<file path="config.mk">
export PLATFORM = sky130hd
export DESIGN_NAME = rxdatreg_flat
export DESIGN_NICKNAME = d
export VERILOG_FILES = /design/src/rtl/rxdatreg_if.sv /design/src/rtl/rxdatreg.sv /design/src/flat_wrapper.sv
export SDC_FILE = /design/constraint.sdc
export NUM_CORES = 1
export LEC_CHECK = 0
export ABC_AREA = 1
export BUFFER_PORTS_ARGS = -buffer_cell sky130_fd_sc_hd__buf_4
export CORE_UTILIZATION = 51
export CTS_CLUSTER_SIZE = 12
export DETAILED_ROUTE_END_ITERATION = 8
export HOLD_SLACK_MARGIN = 0.08
export PLACE_DENSITY_LB_ADDON = 0.2
export SLEW_MARGIN = 20
export SYNTH_ARGS = -nofsm -noshare
export SYNTH_HDL_FRONTEND = slang
export SYNTH_SLANG_ARGS = --single-unit
</file>
<file path="constraint.sdc">
create_clock -name i_Pclk -period 2.49 [get_ports i_Pclk]
set_input_delay 0 -clock i_Pclk [delete_from_list [all_inputs] [get_ports i_Pclk]]
set_output_delay 0 -clock i_Pclk [all_outputs]
set_load 0.01 [all_outputs]
</file>
<file path="src/rtl/rxdatreg_if.sv">
// -----------------------------------------------------------------------------
// rxdatreg_if
// Bus bundle between the USRT Rx data register and its neighbours (Rx shift
// register on the write side, peripheral bus master on the read side).
//
// Parameters:
//   ADDR_W     FIFO pointer width; o_Count is ADDR_W+1 bits wide
//
// Signals:
//   i_Valid    one-cycle pulse: i_Data holds a completed byte
//   i_Data     received byte
//   i_Enable   bus read request, held until o_Pready
//   i_Clear    clears the sticky overrun flag
//   o_Pready   one-cycle pulse: o_Data holds the popped byte
//   o_Data     last byte read, stable until the next pop
//   o_Empty    FIFO holds no bytes
//   o_Full     FIFO holds DEPTH bytes
//   o_Count    number of bytes held
//   o_Overrun  sticky: at least one byte was dropped
//   i_PErr / o_PErr  parity error bit travelling with each byte
//                    (only when RXDATREG_PERR_EN is defined)
//
// Modports:
//   master     bus master / shift-register side
//   slave      the rxdatreg block
// -----------------------------------------------------------------------------
interface rxdatreg_if #(
   parameter int unsigned ADDR_W = 2
) ();

   logic              i_Valid;
   logic [7:0]        i_Data;
   logic              i_Enable;
   logic              i_Clear;
   logic              o_Pready;
   logic [7:0]        o_Data;
   logic              o_Empty;
   logic              o_Full;
   logic [ADDR_W:0]   o_Count;
   logic              o_Overrun;
`ifdef RXDATREG_PERR_EN
   logic              i_PErr;
   logic              o_PErr;
`endif

`ifdef RXDATREG_PERR_EN
   modport master (
      output i_Valid, i_Data, i_Enable, i_Clear, i_PErr,
      input  o_Pready, o_Data, o_Empty, o_Full, o_Count, o_Overrun, o_PErr
   );

   modport slave (
      input  i_Valid, i_Data, i_Enable, i_Clear, i_PErr,
      output o_Pready, o_Data, o_Empty, o_Full, o_Count, o_Overrun, o_PErr
   );
`else
   modport master (
      output i_Valid, i_Data, i_Enable, i_Clear,
      input  o_Pready, o_Data, o_Empty, o_Full, o_Count, o_Overrun
   );

   modport slave (
      input  i_Valid, i_Data, i_Enable, i_Clear,
      output o_Pready, o_Data, o_Empty, o_Full, o_Count, o_Overrun
   );
`endif

endinterface : rxdatreg_if

</file>
<file path="src/rtl/rxdatreg.sv">
// -----------------------------------------------------------------------------
// rxdatreg
// Receive-side data register of the USRT peripheral. Completed bytes from the
// Rx shift register are buffered in a DEPTH-entry FIFO and handed to the bus
// master with the Enable/Pready read handshake. A byte arriving while the FIFO
// is full (and nothing is popped that cycle) is dropped and sets a sticky
// overrun flag.
//
// Parameters:
//   DEPTH    number of byte entries, power of two, >= 2
//   ADDR_W   pointer width, must equal log2(DEPTH)
//
// Ports:
//   i_Pclk    peripheral clock, rising edge
//   i_Resetn  asynchronous active-low reset
//   bus       rxdatreg_if.slave bundle (Valid/Data in, Enable/Pready read
//             handshake, Empty/Full/Count/Overrun status)
//
// Configuration macro:
//   RXDATREG_PERR_EN  when defined, each entry carries a parity-error bit
//                     (bus.i_PErr in, bus.o_PErr out alongside o_Data).
//
// All outputs are registered.
// -----------------------------------------------------------------------------
module rxdatreg #(
   parameter int unsigned DEPTH  = 4,
   parameter int unsigned ADDR_W = 2
) (
   input  logic        i_Pclk,
   input  logic        i_Resetn,
   rxdatreg_if.slave   bus
);

`ifdef RXDATREG_PERR_EN
   localparam int unsigned ENTRY_W = 9;
`else
   localparam int unsigned ENTRY_W = 8;
`endif
   localparam int unsigned CNT_W   = ADDR_W + 1;

   // Storage (no reset: contents are meaningless while count is zero)
   logic [ENTRY_W-1:0] mem [DEPTH];

   // Registered state and its next-state values
   logic [ADDR_W-1:0]  wptr_q,    wptr_d;
   logic [ADDR_W-1:0]  rptr_q,    rptr_d;
   logic [CNT_W-1:0]   count_q,   count_d;
   logic               empty_q,   empty_d;
   logic               full_q,    full_d;
   logic [7:0]         data_q,    data_d;
   logic               pready_q,  pready_d;
   logic               overrun_q, overrun_d;
`ifdef RXDATREG_PERR_EN
   logic               perr_q,    perr_d;
`endif

   // Per-cycle decisions
   logic               pop_c;
   logic               push_c;
   logic               drop_c;
   logic [ENTRY_W-1:0] wr_entry_c;
   logic [ENTRY_W-1:0] rd_entry_c;

   // Entry packing
`ifdef RXDATREG_PERR_EN
   assign wr_entry_c = {bus.i_PErr, bus.i_Data};
`else
   assign wr_entry_c = bus.i_Data;
`endif
   assign rd_entry_c = mem[rptr_q];

   // Flow decisions use registered empty/full only. A pop frees a slot in
   // the same edge, so a full FIFO still accepts the incoming byte when the
   // master reads in that cycle; an empty FIFO cannot forward a byte that is
   // only just being written.
   assign pop_c  = bus.i_Enable & ~empty_q;
   assign push_c = bus.i_Valid  & (~full_q | pop_c);
   assign drop_c = bus.i_Valid  &   full_q  & ~pop_c;

   // Next-state logic
   always_comb begin
      wptr_d    = wptr_q;
      rptr_d    = rptr_q;
      count_d   = count_q;
      empty_d   = empty_q;
      full_d    = full_q;
      data_d    = data_q;
      pready_d  = 1'b0;
      overrun_d = overrun_q;
`ifdef RXDATREG_PERR_EN
      perr_d    = perr_q;
`endif

      // Pointers wrap naturally: DEPTH is 2**ADDR_W
      if (push_c) begin
         wptr_d = wptr_q + ADDR_W'(1);
      end

      if (pop_c) begin
         rptr_d   = rptr_q + ADDR_W'(1);
         data_d   = rd_entry_c[7:0];
         pready_d = 1'b1;
`ifdef RXDATREG_PERR_EN
         perr_d   = rd_entry_c[8];
`endif
      end

      count_d = count_q + CNT_W'(push_c) - CNT_W'(pop_c);
      empty_d = (count_d == '0);
      full_d  = (count_d == CNT_W'(DEPTH));

      // Sticky overrun: a new drop takes priority over a clear
      if (drop_c) begin
         overrun_d = 1'b1;
      end else if (bus.i_Clear) begin
         overrun_d = 1'b0;
      end
   end

   // State register
   always_ff @(posedge i_Pclk or negedge i_Resetn) begin
      if (!i_Resetn) begin
         wptr_q    <= '0;
         rptr_q    <= '0;
         count_q   <= '0;
         empty_q   <= 1'b1;
         full_q    <= 1'b0;
         data_q    <= '0;
         pready_q  <= 1'b0;
         overrun_q <= 1'b0;
`ifdef RXDATREG_PERR_EN
         perr_q    <= 1'b0;
`endif
      end else begin
         wptr_q    <= wptr_d;
         rptr_q    <= rptr_d;
         count_q   <= count_d;
         empty_q   <= empty_d;
         full_q    <= full_d;
         data_q    <= data_d;
         pready_q  <= pready_d;
         overrun_q <= overrun_d;
`ifdef RXDATREG_PERR_EN
         perr_q    <= perr_d;
`endif
      end
   end

   // FIFO write port
   always_ff @(posedge i_Pclk) begin
      if (push_c) begin
         mem[wptr_q] <= wr_entry_c;
      end
   end

   // Output drive
   assign bus.o_Pready  = pready_q;
   assign bus.o_Data    = data_q;
   assign bus.o_Empty   = empty_q;
   assign bus.o_Full    = full_q;
   assign bus.o_Count   = count_q;
   assign bus.o_Overrun = overrun_q;
`ifdef RXDATREG_PERR_EN
   assign bus.o_PErr    = perr_q;
`endif

endmodule : rxdatreg

</file>
<file path="src/flat_wrapper.sv">
// flat-port wrapper written by rule: the top's interface ports become plain ports
module rxdatreg_flat 
#(
   parameter int unsigned DEPTH  = 4,
   parameter int unsigned ADDR_W = 2
)
  (i_Pclk, i_Resetn, bus_i_Valid, bus_i_Data, bus_i_Enable, bus_i_Clear, bus_o_Pready, bus_o_Data, bus_o_Empty, bus_o_Full, bus_o_Count, bus_o_Overrun);
  rxdatreg_if #(.ADDR_W(ADDR_W)) bus_i ();
  input  logic i_Pclk;
  input  logic i_Resetn;
  input wire logic [$bits(bus_i.i_Valid)-1:0] bus_i_Valid;
  input wire logic [$bits(bus_i.i_Data)-1:0] bus_i_Data;
  input wire logic [$bits(bus_i.i_Enable)-1:0] bus_i_Enable;
  input wire logic [$bits(bus_i.i_Clear)-1:0] bus_i_Clear;
  output wire logic [$bits(bus_i.o_Pready)-1:0] bus_o_Pready;
  output wire logic [$bits(bus_i.o_Data)-1:0] bus_o_Data;
  output wire logic [$bits(bus_i.o_Empty)-1:0] bus_o_Empty;
  output wire logic [$bits(bus_i.o_Full)-1:0] bus_o_Full;
  output wire logic [$bits(bus_i.o_Count)-1:0] bus_o_Count;
  output wire logic [$bits(bus_i.o_Overrun)-1:0] bus_o_Overrun;
  assign bus_i.i_Valid = bus_i_Valid;
  assign bus_i.i_Data = bus_i_Data;
  assign bus_i.i_Enable = bus_i_Enable;
  assign bus_i.i_Clear = bus_i_Clear;
  assign bus_o_Pready = bus_i.o_Pready;
  assign bus_o_Data = bus_i.o_Data;
  assign bus_o_Empty = bus_i.o_Empty;
  assign bus_o_Full = bus_i.o_Full;
  assign bus_o_Count = bus_i.o_Count;
  assign bus_o_Overrun = bus_i.o_Overrun;
  rxdatreg #(.DEPTH(DEPTH), .ADDR_W(ADDR_W)) u_core (.i_Pclk(i_Pclk), .i_Resetn(i_Resetn), .bus(bus_i));
endmodule
</file>
==> reports/metrics.cfg <==
[run_status]
run_status=completed

[detailed_routing]
vias=1457
drcViolationCount=0
post_drt_wl_per_cell_microns=12.2
drt-initial-drc-count=117
drtPass1Iterations=4
wl_microns=3840
detail-route-antenna-nets=0
vias_per_cell=4.61

[grt]
grt_pass1_vias=1370
gr-total-overflow=0
grt_use_total=0.187
grt_first_pass_wirelength_microns=6090
use_met2=0.310
grtUsageMet3=0.0500
grt_antenna_before_repair=0
grt_start_max_net_pins=20
busiest_layer=met2
use_met1=0.236

[clock_tree]
postCtsHoldBufs=11
clock_sinks=51
clk_pin_slew_worst_paths_ns=0.09
post_cts.repair.setup_buffers=0
numCtsBuffers=5
clock_latency_ns=0.29
htreeDepth=2
cts_resized=0
cts_buffer_depth=2
cts_tree=yes
clockRootBuffer=clkbuf_8

[placement]
dp_hpwl_microns=2600
gp_congestion=0.785
portBuffers=27

[synth]
yosysTopAreaCell=edfxtp_1
yosysMostFrequentCell=nand2_1
synth_nets=239
synth.avg_cell_area_sq_um=10.3
syn_inst=219
ys_seq_area_frac=0.639
synth_edf_count=32
synth_top_area_frac=0.427
netlist_top_cells_count=nand2_1, inv_1, edfxtp_1
syn_area_sq_um=2250
synthArstFlopShare=0.373
synth_ff_type=edfxtp_1
yosys.area_share.simple=0.191
synthDistinctLibCells=20
yosysWarningCount=0
synthTopCellsByArea=edfxtp_1, dfrtp_1, nand2_1, inv_1, nand3_1
synth_seq_cells=51
synth_compound_area_frac=0.00445
synth-xor-area-share=0.0117
synth_fa_ha_area_frac=0.0423
synth_top_family_by_area=simple AND/OR/NAND/NOR gates
synthMuxAreaShare=0

[timing]
max_freq_ghz=0.450
rsz0062_at_grt=no
post-route-period-util=0.893
skew_ns=0.00583
finalSetupViolations=0
hold_viol_final=0
max-slew-margin-rel=0.552
worst_pin_slew_ns=0.671
period_needed_ns=2.22
maxSlewViolCount=0
setup_tns_ns=0

[die]
core_area_sq_um=4120
die_w_microns=68.4
die_h_microns=68.4
die-area_sq_um=4680
initial_core_util=0.546
ios=28
rows=23

[power_and_ir_drop]
ir_drop_mv=0.612
seqPwrFrac=0.442
sw_frac_of_total=0.341
p_total_mw=3.01
power_density_nw_per_um2=1100
leakage_nw=1.37
power.switching_mw=1.03
p_int_mw=1.99
clkPwrFrac=0.216
power_frac_comb=0.343

[critical_path]
cp.arrival_ns=2.44
cp-end-kind=register
path_cells=inv_1, nand2_2, clkinv_1, ha_1, inv_1, ha_1, inv_1, fa_1, inv_1, or2_2, a21oi_1
critPathBufInv=5
max_stage_delay_ns=0.53
critPathLaunchType=register
cpMostUsedCell=inv_1
worst_ep_required_time_ns=2.70
crit_family=adder cells
critical_path_class=register to register
cp_max_fo=2
worst_path_max_delay_cell=dfstp_2

[finish]
area_delta_synth_final_pct=22.3
nets=285
fin_util=0.668
diodes=0
drive_gt1_frac=0.199

[run]
cap_violations=0

[min_path]
min_path_type=primary input to register

## power by group through the flow
stage / combinational, mW / clock, mW / sequential [mW]
after detailed placement: 1.04 / 0 / 1.35
after CTS: 1.06 / 0.670 / 1.33
after global placement: 1.02 / 0 / 1.35
after global routing: 1.18 / 0.702 / 1.36
after floorplan: 0.735 / 0 / 1.31
final: 1.03 / 0.650 / 1.33
## placed cells by master (no fill, tap or decap), types with 2 or more instances in the layout
master,Yosys,layout
edfxtp_1,32,32
dfrtp_1,18,18
nand3_1,18,18
nand2_2,9,9
buf_4,0,33
ha_1,6,6
clkbuf_8,0,5
inv_1,49,49
bufinv_16,0,2
nor2_1,5,5
nand2_1,66,66
dlygate4sd3_1,0,11
xor2_1,3,3
## worst reg2reg max path: cells and delay by family (launching register included)
kind / cells / cell delay [ns]
adder cells (fa/ha/maj): 3 / 0.88
flip-flops: 1 / 0.53
AND/OR/NAND/NOR: 2 / 0.33
buffers and inverters: 5 / 0.28
AO/OA/AOI/OAI: 1 / 0.13
## kinds of logic after synthesis
kind of cell | Yosys count
flops | 51
fa+ha+maj | 7
simple gates | 100
compound gates | 2
buf+inv | 56
xor+xnor | 3
## layer usage
metal,vias to the layer above,wire [microns]
met5,-,0
met4,0,41
met3,4,118
met2,19,1970
met1,686,1710
li1,748,-
## flip-flops by register name, indices dropped and copies added, names as in the netlist
| name | cells |
|---|---|
| u_core.bus.o_Count | 3 |
| u_core.bus.o_Data | 8 |
| u_core.bus.o_Empty | 1 |
| u_core.bus.o_Full | 1 |
| u_core.bus.o_Overrun | 1 |
| u_core.bus.o_Pready | 1 |
| u_core.mem | 32 |
| u_core.rptr_q | 2 |
| u_core.wptr_q | 2 |
## layout make-up
cell class / instances / area (sq um)
sequential: 51 / 1440
timing repair buffer: 44 / 358
clock inverter: 2 / 60.1
multi-input combinational: 112 / 562
clock buffer: 6 / 72.6
inverter: 51 / 196
fill: 328 / 1370
tap: 50 / 62.6
## per-stage QoR
step | worst slack (ns) | hold WS [ns] | cell area (sq um) | instances
3_5_place_dp | 0.265 | -0.112 | 2510 | 297
6_report | 0.267 | 0.0868 | 2750 | 316
5_1_grt | 0.0929 | 0.101 | 2750 | 316
4_1_cts | 0.248 | 0.0830 | 2750 | 316
3_3_place_gp | 0.317 | -0.113 | 2510 | 297
2_1_floorplan | 0.119 | -0.296 | 2250 | 219
## worst paths after layout
check | cells past startpoint | startpoint | endpoint | slack (ns)
worst min-delay path | 4 | bus_i_Enable | u_core.bus.o_Pready$_DFF_PN0_ | 0.09
max in group asynchronous | 2 | i_Resetn | u_core.bus.o_Empty$_DFF_PN1_ | 2.11
worst min register to register | 2 | u_core.bus.o_Data[6]$_DFFE_PN0P_ | u_core.bus.o_Data[6]$_DFFE_PN0P_ | 0.49
worst max-delay path | 11 | u_core.bus.o_Empty$_DFF_PN1_ | u_core.bus.o_Full$_DFF_PN0_ | 0.27
worst max register to register | 11 | u_core.bus.o_Empty$_DFF_PN1_ | u_core.bus.o_Full$_DFF_PN0_ | 0.27
min in group asynchronous | 2 | i_Resetn | u_core.bus.o_Data[5]$_DFFE_PN0P_ | 0.11
Power figures use the tool's default switching activity.
